--- src/rtl/rr_index_arbiter_pkg.sv ---
// Shared arbiter types: FSM encoding and the index wrap helper.
// Also used by the decoder-side bench.
package arb_pkg;

    typedef enum logic {
        ST_IDLE  = 1'b0,
        ST_GRANT = 1'b1
    } state_t;

    function automatic int unsigned next_idx(
        input int unsigned idx,
        input int unsigned n
    );
        return (idx + 1 >= n) ? 0 : idx + 1;
    endfunction

endpackage

--- src/rtl/rr_index_arbiter_if.sv ---
// Request/grant bundle between requesters and the index arbiter.
// The slave side is the arbiter itself.
interface rr_index_arbiter_if #(
    parameter int NUM_REQ   = 16,
    parameter int IDX_WIDTH = $clog2(NUM_REQ)
);
    logic [NUM_REQ-1:0]   req;
    logic                 done;
    logic [IDX_WIDTH-1:0] dout;
    logic                 dout_v;
    logic                 timeout;

    modport master (
        output req, done,
        input  dout, dout_v, timeout
    );

    modport slave (
        input  req, done,
        output dout, dout_v, timeout
    );
endinterface

--- src/rtl/rr_index_arbiter_pick.sv ---
// Rotating-priority search: first set request at or above ptr,
// wrapping past NUM_REQ-1 back to 0.
module rr_pick
    import arb_pkg::*;
#(
    parameter int NUM_REQ   = 16,
    parameter int IDX_WIDTH = $clog2(NUM_REQ)
) (
    input  logic [NUM_REQ-1:0]   req,
    input  logic [IDX_WIDTH-1:0] ptr,
    output logic [IDX_WIDTH-1:0] idx,
    output logic                 found
);
    localparam int SW = IDX_WIDTH + 1;
    localparam logic [SW-1:0] NR = SW'(NUM_REQ);

    logic [NUM_REQ-1:0] rot;
    logic [SW-1:0]      off;
    logic [SW-1:0]      sum;

    always_comb begin
        // Doubled vector shifted by ptr puts ptr at bit 0 with wrap built in.
        rot   = NUM_REQ'({req, req} >> ptr);
        found = 1'b0;
        off   = '0;
        for (int i = NUM_REQ - 1; i >= 0; i--) begin
            if (rot[i]) begin
                found = 1'b1;
                off   = SW'(i);
            end
        end
        sum = {1'b0, ptr} + off;
        idx = IDX_WIDTH'((sum >= NR) ? sum - NR : sum);
    end
endmodule

--- src/rtl/rr_index_arbiter.sv ---
// Round-robin arbiter: registered grant index with hold timeout.
// Grant ends on done, request drop, or MAX_HOLD cycles.
module rr_index_arbiter
    import arb_pkg::*;
#(
    parameter int NUM_REQ   = 16,
    parameter int IDX_WIDTH = $clog2(NUM_REQ),
    parameter int MAX_HOLD  = 8
) (
    input  logic               clk,
    input  logic               rst,
    rr_index_arbiter_if.slave  bus
);
    localparam int HW = $clog2(MAX_HOLD + 1);
    localparam logic [HW-1:0] LAST = HW'(MAX_HOLD - 1);

    state_t               state_q, state_d;
    logic [IDX_WIDTH-1:0] ptr_q, ptr_d;
    logic [HW-1:0]        hold_q, hold_d;
    logic [IDX_WIDTH-1:0] dout_q, dout_d;
    logic                 dout_v_q, dout_v_d;
    logic                 timeout_q, timeout_d;

    logic [IDX_WIDTH-1:0] pick_idx;
    logic                 pick_found;
    logic                 cur_req;
    logic                 at_max;
    logic                 rel;

    rr_pick #(
        .NUM_REQ   (NUM_REQ),
        .IDX_WIDTH (IDX_WIDTH)
    ) u_pick (
        .req   (bus.req),
        .ptr   (ptr_q),
        .idx   (pick_idx),
        .found (pick_found)
    );

    always_ff @(posedge clk or posedge rst) begin
        if (rst) begin
            state_q   <= ST_IDLE;
            ptr_q     <= '0;
            hold_q    <= '0;
            dout_q    <= '0;
            dout_v_q  <= 1'b0;
            timeout_q <= 1'b0;
        end else begin
            state_q   <= state_d;
            ptr_q     <= ptr_d;
            hold_q    <= hold_d;
            dout_q    <= dout_d;
            dout_v_q  <= dout_v_d;
            timeout_q <= timeout_d;
        end
    end

    always_comb begin
        cur_req = bus.req[dout_q];
        at_max  = (hold_q == LAST);
        rel     = (state_q == ST_GRANT) &&
                  (bus.done || !cur_req || at_max);
    end

    always_comb begin
        state_d = state_q;
        unique case (state_q)
            ST_IDLE:  if (pick_found) state_d = ST_GRANT;
            ST_GRANT: if (rel)        state_d = ST_IDLE;
            default:                  state_d = ST_IDLE;
        endcase
    end

    always_comb begin
        ptr_d     = ptr_q;
        hold_d    = hold_q;
        dout_d    = dout_q;
        dout_v_d  = dout_v_q;
        timeout_d = 1'b0;
        if (state_q == ST_IDLE) begin
            if (pick_found) begin
                dout_d   = pick_idx;
                dout_v_d = 1'b1;
                hold_d   = '0;
            end
        end else if (rel) begin
            dout_v_d  = 1'b0;
            hold_d    = '0;
            ptr_d     = IDX_WIDTH'(next_idx(32'(dout_q),
                                            32'(NUM_REQ)));
            // Pulse only when the cap alone ended the grant.
            timeout_d = at_max && !bus.done && cur_req;
        end else begin
            hold_d = hold_q + HW'(1);
        end
    end

    assign bus.dout    = dout_q;
    assign bus.dout_v  = dout_v_q;
    assign bus.timeout = timeout_q;
endmodule
--- src/flat_wrapper.sv ---
// flat-port wrapper written by rule: the top's interface ports become plain ports
module rr_index_arbiter_flat import arb_pkg::*;
#(
    parameter int NUM_REQ   = 16,
    parameter int IDX_WIDTH = $clog2(NUM_REQ),
    parameter int MAX_HOLD  = 8
)
  (clk, rst, bus_req, bus_done, bus_dout, bus_dout_v, bus_timeout);
  rr_index_arbiter_if #(.NUM_REQ(NUM_REQ), .IDX_WIDTH(IDX_WIDTH)) bus_i ();
  input  logic clk;
  input  logic rst;
  input wire logic [$bits(bus_i.req)-1:0] bus_req;
  input wire logic [$bits(bus_i.done)-1:0] bus_done;
  output wire logic [$bits(bus_i.dout)-1:0] bus_dout;
  output wire logic [$bits(bus_i.dout_v)-1:0] bus_dout_v;
  output wire logic [$bits(bus_i.timeout)-1:0] bus_timeout;
  assign bus_i.req = bus_req;
  assign bus_i.done = bus_done;
  assign bus_dout = bus_i.dout;
  assign bus_dout_v = bus_i.dout_v;
  assign bus_timeout = bus_i.timeout;
  rr_index_arbiter #(.NUM_REQ(NUM_REQ), .IDX_WIDTH(IDX_WIDTH), .MAX_HOLD(MAX_HOLD)) u_core (.clk(clk), .rst(rst), .bus(bus_i));
endmodule
--- config.mk ---
export PLATFORM = sky130hd
export DESIGN_NAME = rr_index_arbiter_flat
export DESIGN_NICKNAME = d
export VERILOG_FILES = /design/src/rtl/rr_index_arbiter_pkg.sv /design/src/rtl/rr_index_arbiter_if.sv /design/src/rtl/rr_index_arbiter_pick.sv /design/src/rtl/rr_index_arbiter.sv /design/src/flat_wrapper.sv
export SDC_FILE = /design/constraint.sdc
export NUM_CORES = 1
export LEC_CHECK = 0
export BUFFER_PORTS_ARGS = -buffer_cell sky130_fd_sc_hd__buf_4
export CORE_ASPECT_RATIO = 0.6
export CORE_UTILIZATION = 50
export CTS_CLUSTER_DIAMETER = 200
export CTS_CLUSTER_SIZE = 14
export DETAILED_ROUTE_END_ITERATION = 6
export PLACE_DENSITY = 0.7
export SYNTH_ARGS = -nofsm -noshare
export SYNTH_HDL_FRONTEND = slang
export SYNTH_SLANG_ARGS = --single-unit
--- constraint.sdc ---
create_clock -name clk -period 4.5 [get_ports clk]
set_clock_uncertainty 0.1 [all_clocks]
set_input_delay 0.9 -clock clk [delete_from_list [all_inputs] [get_ports clk]]
set_output_delay 0.9 -clock clk [all_outputs]
set_load 0.005 [all_outputs]
* Word level (Yosys, flattened, before mapping) *
Index checks and enable logic that the tools add are counted.

operators by class
  $add $sub $neg = 4
  order comparisons = 3
  equality and inequality tests = 2
  shift operators = 1
  mux-type cells = 47
  bitwise logic cells = 1
  reductions and logical operators = 11

operators by type and width
  kind                   number
  $mux W5                15
  $shr A32 B4 Y16        1
  $mux W1                24
  $mux W4                6
  $ge A5 B5 Y1 const B   2
  $reduce_and A2 Y1      3
  $add A4 B1 Y5 const B  1
  $add A4 B5 Y5          1
  $lt A4 B5 Y1 const B   1
  $add A4 B1 Y4 const B  1
  $bmux W1 S4            1
  $eq A4 B3 Y1 const B   1
  $sub A4 B1 Y4 const B  1
  $logic_and A1 B1 Y1    3
  $logic_not A1 Y1       2
  $logic_or A1 B1 Y1     2
  $ne A2 B2 Y1 const B   1
  $pmux W1 S2            1
  $reduce_bool A2 Y1     1
  $not A1 Y1             1

word-level totals
  register bits after elaboration = 15
  bits of input ports = 19
  output and inout bits = 6
  word-level logic and storage cells = 75

* Longest topological paths before layout *
  depth in word-level cells = 20
  depth in mapped cells = 16
  mapped depth without buffers = 14

* Modules after synthesis *
A second synthesis with hierarchy kept.

second synthesis, totals
  cells, all modules = 215
  area, all modules = 2220.9 um^2

by module, submodules not included
  module            instances  cells an instance  area each (um^2)  seq. area each (um^2)
  rr_pick           1          129                1320.0            0.0
  rr_index_arbiter  1          86                 900.9             375.4

* Worst setup path after synthesis *
Ideal clock, no wire load.

  kind = input -> register
  start point = input port bus_req[6]
  end point = register u_core.dout_q[3], in the netlist u_core.bus.dout[3]
  library setup time = 0.130 ns
  arrival = 3.323 ns
  data required time = 4.270 ns
  slack = 0.947 ns
  stages on the path = 14
  path buffers = 0
  cell sequence = mux4_2 -> mux2i_1 -> nand3_1 -> a211oi_1 -> o22ai_1 -> a21boi_1 -> o211a_1 -> ha_1 -> a21o_1 -> a21oi_1 -> xnor2_1 -> nor2_1 -> mux2i_1 -> o22ai_1

between the ends
  longest elaborated chain between the ends = 20
  elaborated cells on any way between the ends = 38
  those cells by class = add/sub: 2; order compare: 1; shift: 1; mux: 33; reduce/logical: 1

ends and longest elaborated chain
  what                                           RTL line                     RTL
  start: declaration                             flat_wrapper.sv:12           input wire logic [$bits(bus_i.req)-1:0] bus_req;
  $shr A32 B4 Y16 (*)                            rr_index_arbiter_pick.sv:23  rot = NUM_REQ'({req, req} >> ptr);
  $mux W4                                        rr_index_arbiter_pick.sv:27  if (rot[i]) begin
  $mux W5 (15 in a row)                          rr_index_arbiter_pick.sv:27
  $add A4 B5 Y5                                  rr_index_arbiter_pick.sv:32  sum = {1'b0, ptr} + off;
  $sub A4 B1 Y4 or $ge A5 B5 Y1 (tied branches)  rr_index_arbiter_pick.sv:33  idx = IDX_WIDTH'((sum >= NR) ? sum - NR : sum);
  $mux W4                                        rr_index_arbiter_pick.sv:33
  end signal: assignment                         rr_index_arbiter.sv:52       dout_q <= dout_d;
  end: declaration                               rr_index_arbiter.sv:20       logic [IDX_WIDTH-1:0] dout_q, dout_d;

Mark *: on every way between the ends. The rest lies on a longest branch, timed or not.
A chain may end at the register's enable or synchronous reset.

* Final worst setup path *
  start point = register u_core.ptr_q[1]
  end point = register u_core.dout_q[3], in the netlist u_core.bus.dout[3]

between the ends
  longest elaborated chain between the ends = 20
  elaborated cells on any way between the ends = 38
  those cells by class = add/sub: 2; order compare: 1; shift: 1; mux: 33; reduce/logical: 1

ends and longest elaborated chain
  what                                           RTL line                     RTL
  start: declaration                             rr_index_arbiter.sv:18       logic [IDX_WIDTH-1:0] ptr_q, ptr_d;
  start signal: assignment                       rr_index_arbiter.sv:50       ptr_q <= ptr_d;
  $shr A32 B4 Y16                                rr_index_arbiter_pick.sv:23
  $mux W4                                        rr_index_arbiter_pick.sv:27
  $mux W5 (15 in a row)                          rr_index_arbiter_pick.sv:27
  $add A4 B5 Y5                                  rr_index_arbiter_pick.sv:32
  $sub A4 B1 Y4 or $ge A5 B5 Y1 (tied branches)  rr_index_arbiter_pick.sv:33
  $mux W4                                        rr_index_arbiter_pick.sv:33

Parallel ways exist; a longest one is shown, timed or not.

==> key figures <==
Placement
  • PortBufs: 24
  • Detailed placement HPWL: 4420 um
  • RePlAce Congestion: ~0.95

Global route
  • GRT Overall Usage: 0.272
  • Initial antenna violation count: 0
  • Number of global-route vias before repair: between 1500 and 2000
  • Largest net degree at the start of global routing: 21
  • First-pass GRT wire length: 8900 um
  • Total gr overflow: 0

Power and ir drop
  • Leak: 0.977 nW
  • Total power: approximately 1.9 mW
  • Pwr Density: 817 nW/um2
  • Max VDD drop: 448 uV

Worst setup path
  • RR Startpoint: u_core.ptr_q[1]$_DFFE_PP0P_
  • Crit-path slowest cell: dfrtp_1
  • CP max stage delay: 0.67 ns
  • Worst path bufs/invs: 1
  • Crit start category: register
  • Data required, critical path: between 4 and 5 ns
  • Cells along the critical path: buf_4 -> mux4_2 -> mux2i_1 -> nand3_1 -> a211oi_1 -> o22ai_1 -> a21boi_1 -> o211a_1 -> ha_1 -> a21o_1 -> a21oi_1 -> xnor2_1 -> nor2_1 -> mux2i_1 -> o22ai_1
  • Setup CP Type: register to register
  • Largest fanout on the critical path: 11
  • Crit path from: u_core.ptr_q[1]$_DFFE_PP0P_
  • CP Capture Type: register
  • Crit-path leading delay family: compound AO/OA/AOI/OAI gates
  • WP data arrival: between 4 and 5 ns

Route
  • Vias: between 1500 and 2000
  • WL/cell: approximately 19 um
  • Routed Antenna Nets: 0
  • # DRC: 0
  • DRT Pass-1 Iters: 7
  • Routed Wire Length: about 5500 um
  • Vias per inst: a little under 7
  • DRT iter0 DRCs: a little under 200

Floorplanning
  • Die ar.: 4370 um2
  • Core Rows: 17
  • Die width: between 80 and 90 um
  • Num ports: 25
  • Die Ht: roughly 52 um
  • Initial Util: 0.541
  • Core area: 3790 um2

Logic synthesis
  • Syn Nets: roughly 240
  • Mean area per synthesized cell: approximately 9.4 um2
  • Top FF cell, synth: dfrtp_1
  • Synth Warn #: 0
  • Post-synth EDFFs: 0
  • Post-synthesis async set-or-reset flop share: 1.00
  • Netlist cell types: 55
  • Post-synthesis sequential area ratio: 0.183
  • Mapped Area: 2050 um2
  • Cells after Synth: 217
  • Yosys reg bits: 15

Final layout
  • Fin nets: ~260
  • Area Growth Syn to Fin: 12.5%
  • Fraction of layout cells with a size suffix above 1: 0.270
  • Fillers: approximately 320
  • N_diodes: 0

STA
  • Final Hold Fails: 0
  • Worst relative slew slack: 0.531
  • Setup-failing EPs final: 0
  • Final Slew Violations: 0
  • Final period util: 0.900
  • Setup TNS: 0 ns
  • Worst-Margin Slew: 0.702 ns
  • Unrepaired setup endpoints after global routing: no
  • Max Clock Freq: 247 MHz
  • Fin crit period: slightly above 4 ns

Worst hold path
  • Critical hold path startpoint: u_core.bus.dout_v$_DFFE_PP0P_
  • Hold crit path type: register to register

Clocking
  • Clock latency on the worst-skew pair: 0.25 ns
  • Setup Buffers After CTS: 0
  • Max Root-Sink Buffers: 2
  • Resize count post-CTS: 0
  • H-Tree Depth: 1
  • Hold buffers post-CTS: 0
  • CTS tree: done
  • Root Driver: clkbuf_8
  • Register clock-pin slew on the reported worst setup and hold paths: roughly 0.060 ns
  • Num CTS Buffers: 3
  • # clock sinks: 15

Status
  • Status: completed

Job
  • Maxcap violations: 0
==> worst reg2reg max path, stage by stage, from the launching register on <==
cell	delay, ns
dfrtp_1	0.67
buf_4	0.27
mux4_2	0.58
mux2i_1	0.27
nand3_1	0.17
a211oi_1	0.32
o22ai_1	0.13
a21boi_1	0.22
o211a_1	0.18
ha_1	0.22
a21o_1	0.16
a21oi_1	0.16
xnor2_1	0.16
nor2_1	0.06
mux2i_1	0.15
o22ai_1	0.10
==> cell type report <==
cell class / instances / area, um2 / share of cell area
clock buffer: 4 / 45.0 / 0.0195
multi-input combinational: 179 / 1570 / 0.681
timing repair buffer: 29 / 218 / 0.0945
tap: 47 / 58.8 / 0.0255
sequential: 15 / 375 / 0.163
inverter: 10 / 37.5 / 0.0163
==> routing by layer <==
| layer | routed length, um | GRT usage |
|---|---|---|
| met3 | 414 | 0.0460 |
| met5 | 0 | 0 |
| met2 | 2170 | 0.358 |
| met1 | 2920 | 0.460 |
| met4 | 22 | 0.0339 |
==> placed cells by master (no fill, tap or decap), drive strengths merged, types with 2 or more instances in the layout <==
cell type,instances
buf,29
mux4,21
nand2,16
nor2,16
dfrtp,15
o21ai,15
a21oi,12
mux2i,11
inv,10
mux2,10
nor3,6
a211oi,5
ha,5
nand3,4
nor3b,4
a31oi,4
clkbuf,4
and2,3
nor2b,3
or3,3
and3,3
a21boi,3
nand2b,3
a32o,2
a222oi,2
a22oi,2
a211o,2
xor2,2
o211ai,2
a21o,2
o22ai,2
o21ba,2
o311ai,2
==> registers in the layout (all words and copies together), names as in the netlist <==
| signal | flops |
|---|---|
| u_core.bus.timeout | 1 |
| u_core.hold_q | 4 |
| u_core.bus.dout | 4 |
| u_core.bus.dout_v | 1 |
| u_core.state_q | 1 |
| u_core.ptr_q | 4 |
==> per-stage QoR <==
| stage | instances | utilization | setup slack [ns] | hold WS (ns) | instance area [um2] |
|---|---|---|---|---|---|
| 6_report | 284 | 0.609 | 0.452 | 0.410 | 2300 |
| 5_1_grt | 284 | 0.609 | 0.107 | 0.439 | 2300 |
| 4_1_cts | 284 | 0.609 | 0.453 | 0.410 | 2300 |
| 3_5_place_dp | 280 | 0.597 | 0.384 | 0.396 | 2260 |
| 3_3_place_gp | 280 | 0.597 | 0.442 | 0.392 | 2260 |
| 2_1_floorplan | 217 | - | 0.947 | 0.388 | 2050 |
==> logic make-up (layout without fill, tap and decap cells) <==
| logic type | Yosys count | in the layout | share of synthesized area |
|---|---|---|---|
| buf+inv | 23 | 43 | 0.0507 |
| simple gates | 66 | 66 | 0.164 |
| flops | 15 | 15 | 0.183 |
| mux | 42 | 42 | 0.345 |
| fa+ha+maj | 6 | 6 | 0.0403 |
| xor+xnor | 3 | 3 | 0.0128 |
| compound gates | 62 | 62 | 0.205 |
==> synth_stat cells (all sizes together), types with 3 or more instances <==
master | n | area [um2]
mux2i | 11 | 114
and3 | 3 | 18.8
or3 | 3 | 18.8
nand3 | 4 | 20.0
nor3 | 6 | 30.0
a21boi | 3 | 22.5
dfrtp | 15 | 375
mux2 | 10 | 120
nand2b | 3 | 18.8
nor2b | 3 | 18.8
mux4 | 21 | 473
a21oi | 12 | 60.1
nor3b | 4 | 30.0
inv | 10 | 37.5
o21ai | 15 | 75.1
clkbuf | 7 | 26.3
a211oi | 5 | 37.5
nand2 | 16 | 60.1
buf | 6 | 40.0
nor2 | 16 | 62.6
a31oi | 4 | 25.0
ha | 5 | 62.6
and2 | 3 | 18.8
==> report_power, final <==
part	switching, mW	internal (mW)	total, mW	leakage (nW)
combinational	0.761	0.680	1.44	0.765
clock	0.0506	0.0629	0.114	0.0228
sequential	0.139	0.189	0.328	0.189
total	0.951	0.932	1.88	0.977
==> path summary, 6_finish.rpt <==
path | endpoint | slack (ns) | cells past startpoint
worst min-delay path | u_core.bus.dout_v$_DFFE_PP0P_ | 0.41 | 1
max in group asynchronous | u_core.hold_q[3]$_DFFE_PP0P_ | 3.29 | 2
min in group asynchronous | u_core.bus.dout[1]$_DFFE_PP0P_ | 0.61 | 2
worst max-delay path | u_core.bus.dout[3]$_DFFE_PP0P_ | 0.45 | 15
worst min register to register | u_core.bus.dout_v$_DFFE_PP0P_ | 0.41 | 1
worst max register to register | u_core.bus.dout[3]$_DFFE_PP0P_ | 0.45 | 15
Note: power is estimated with default switching activity, not from simulation.
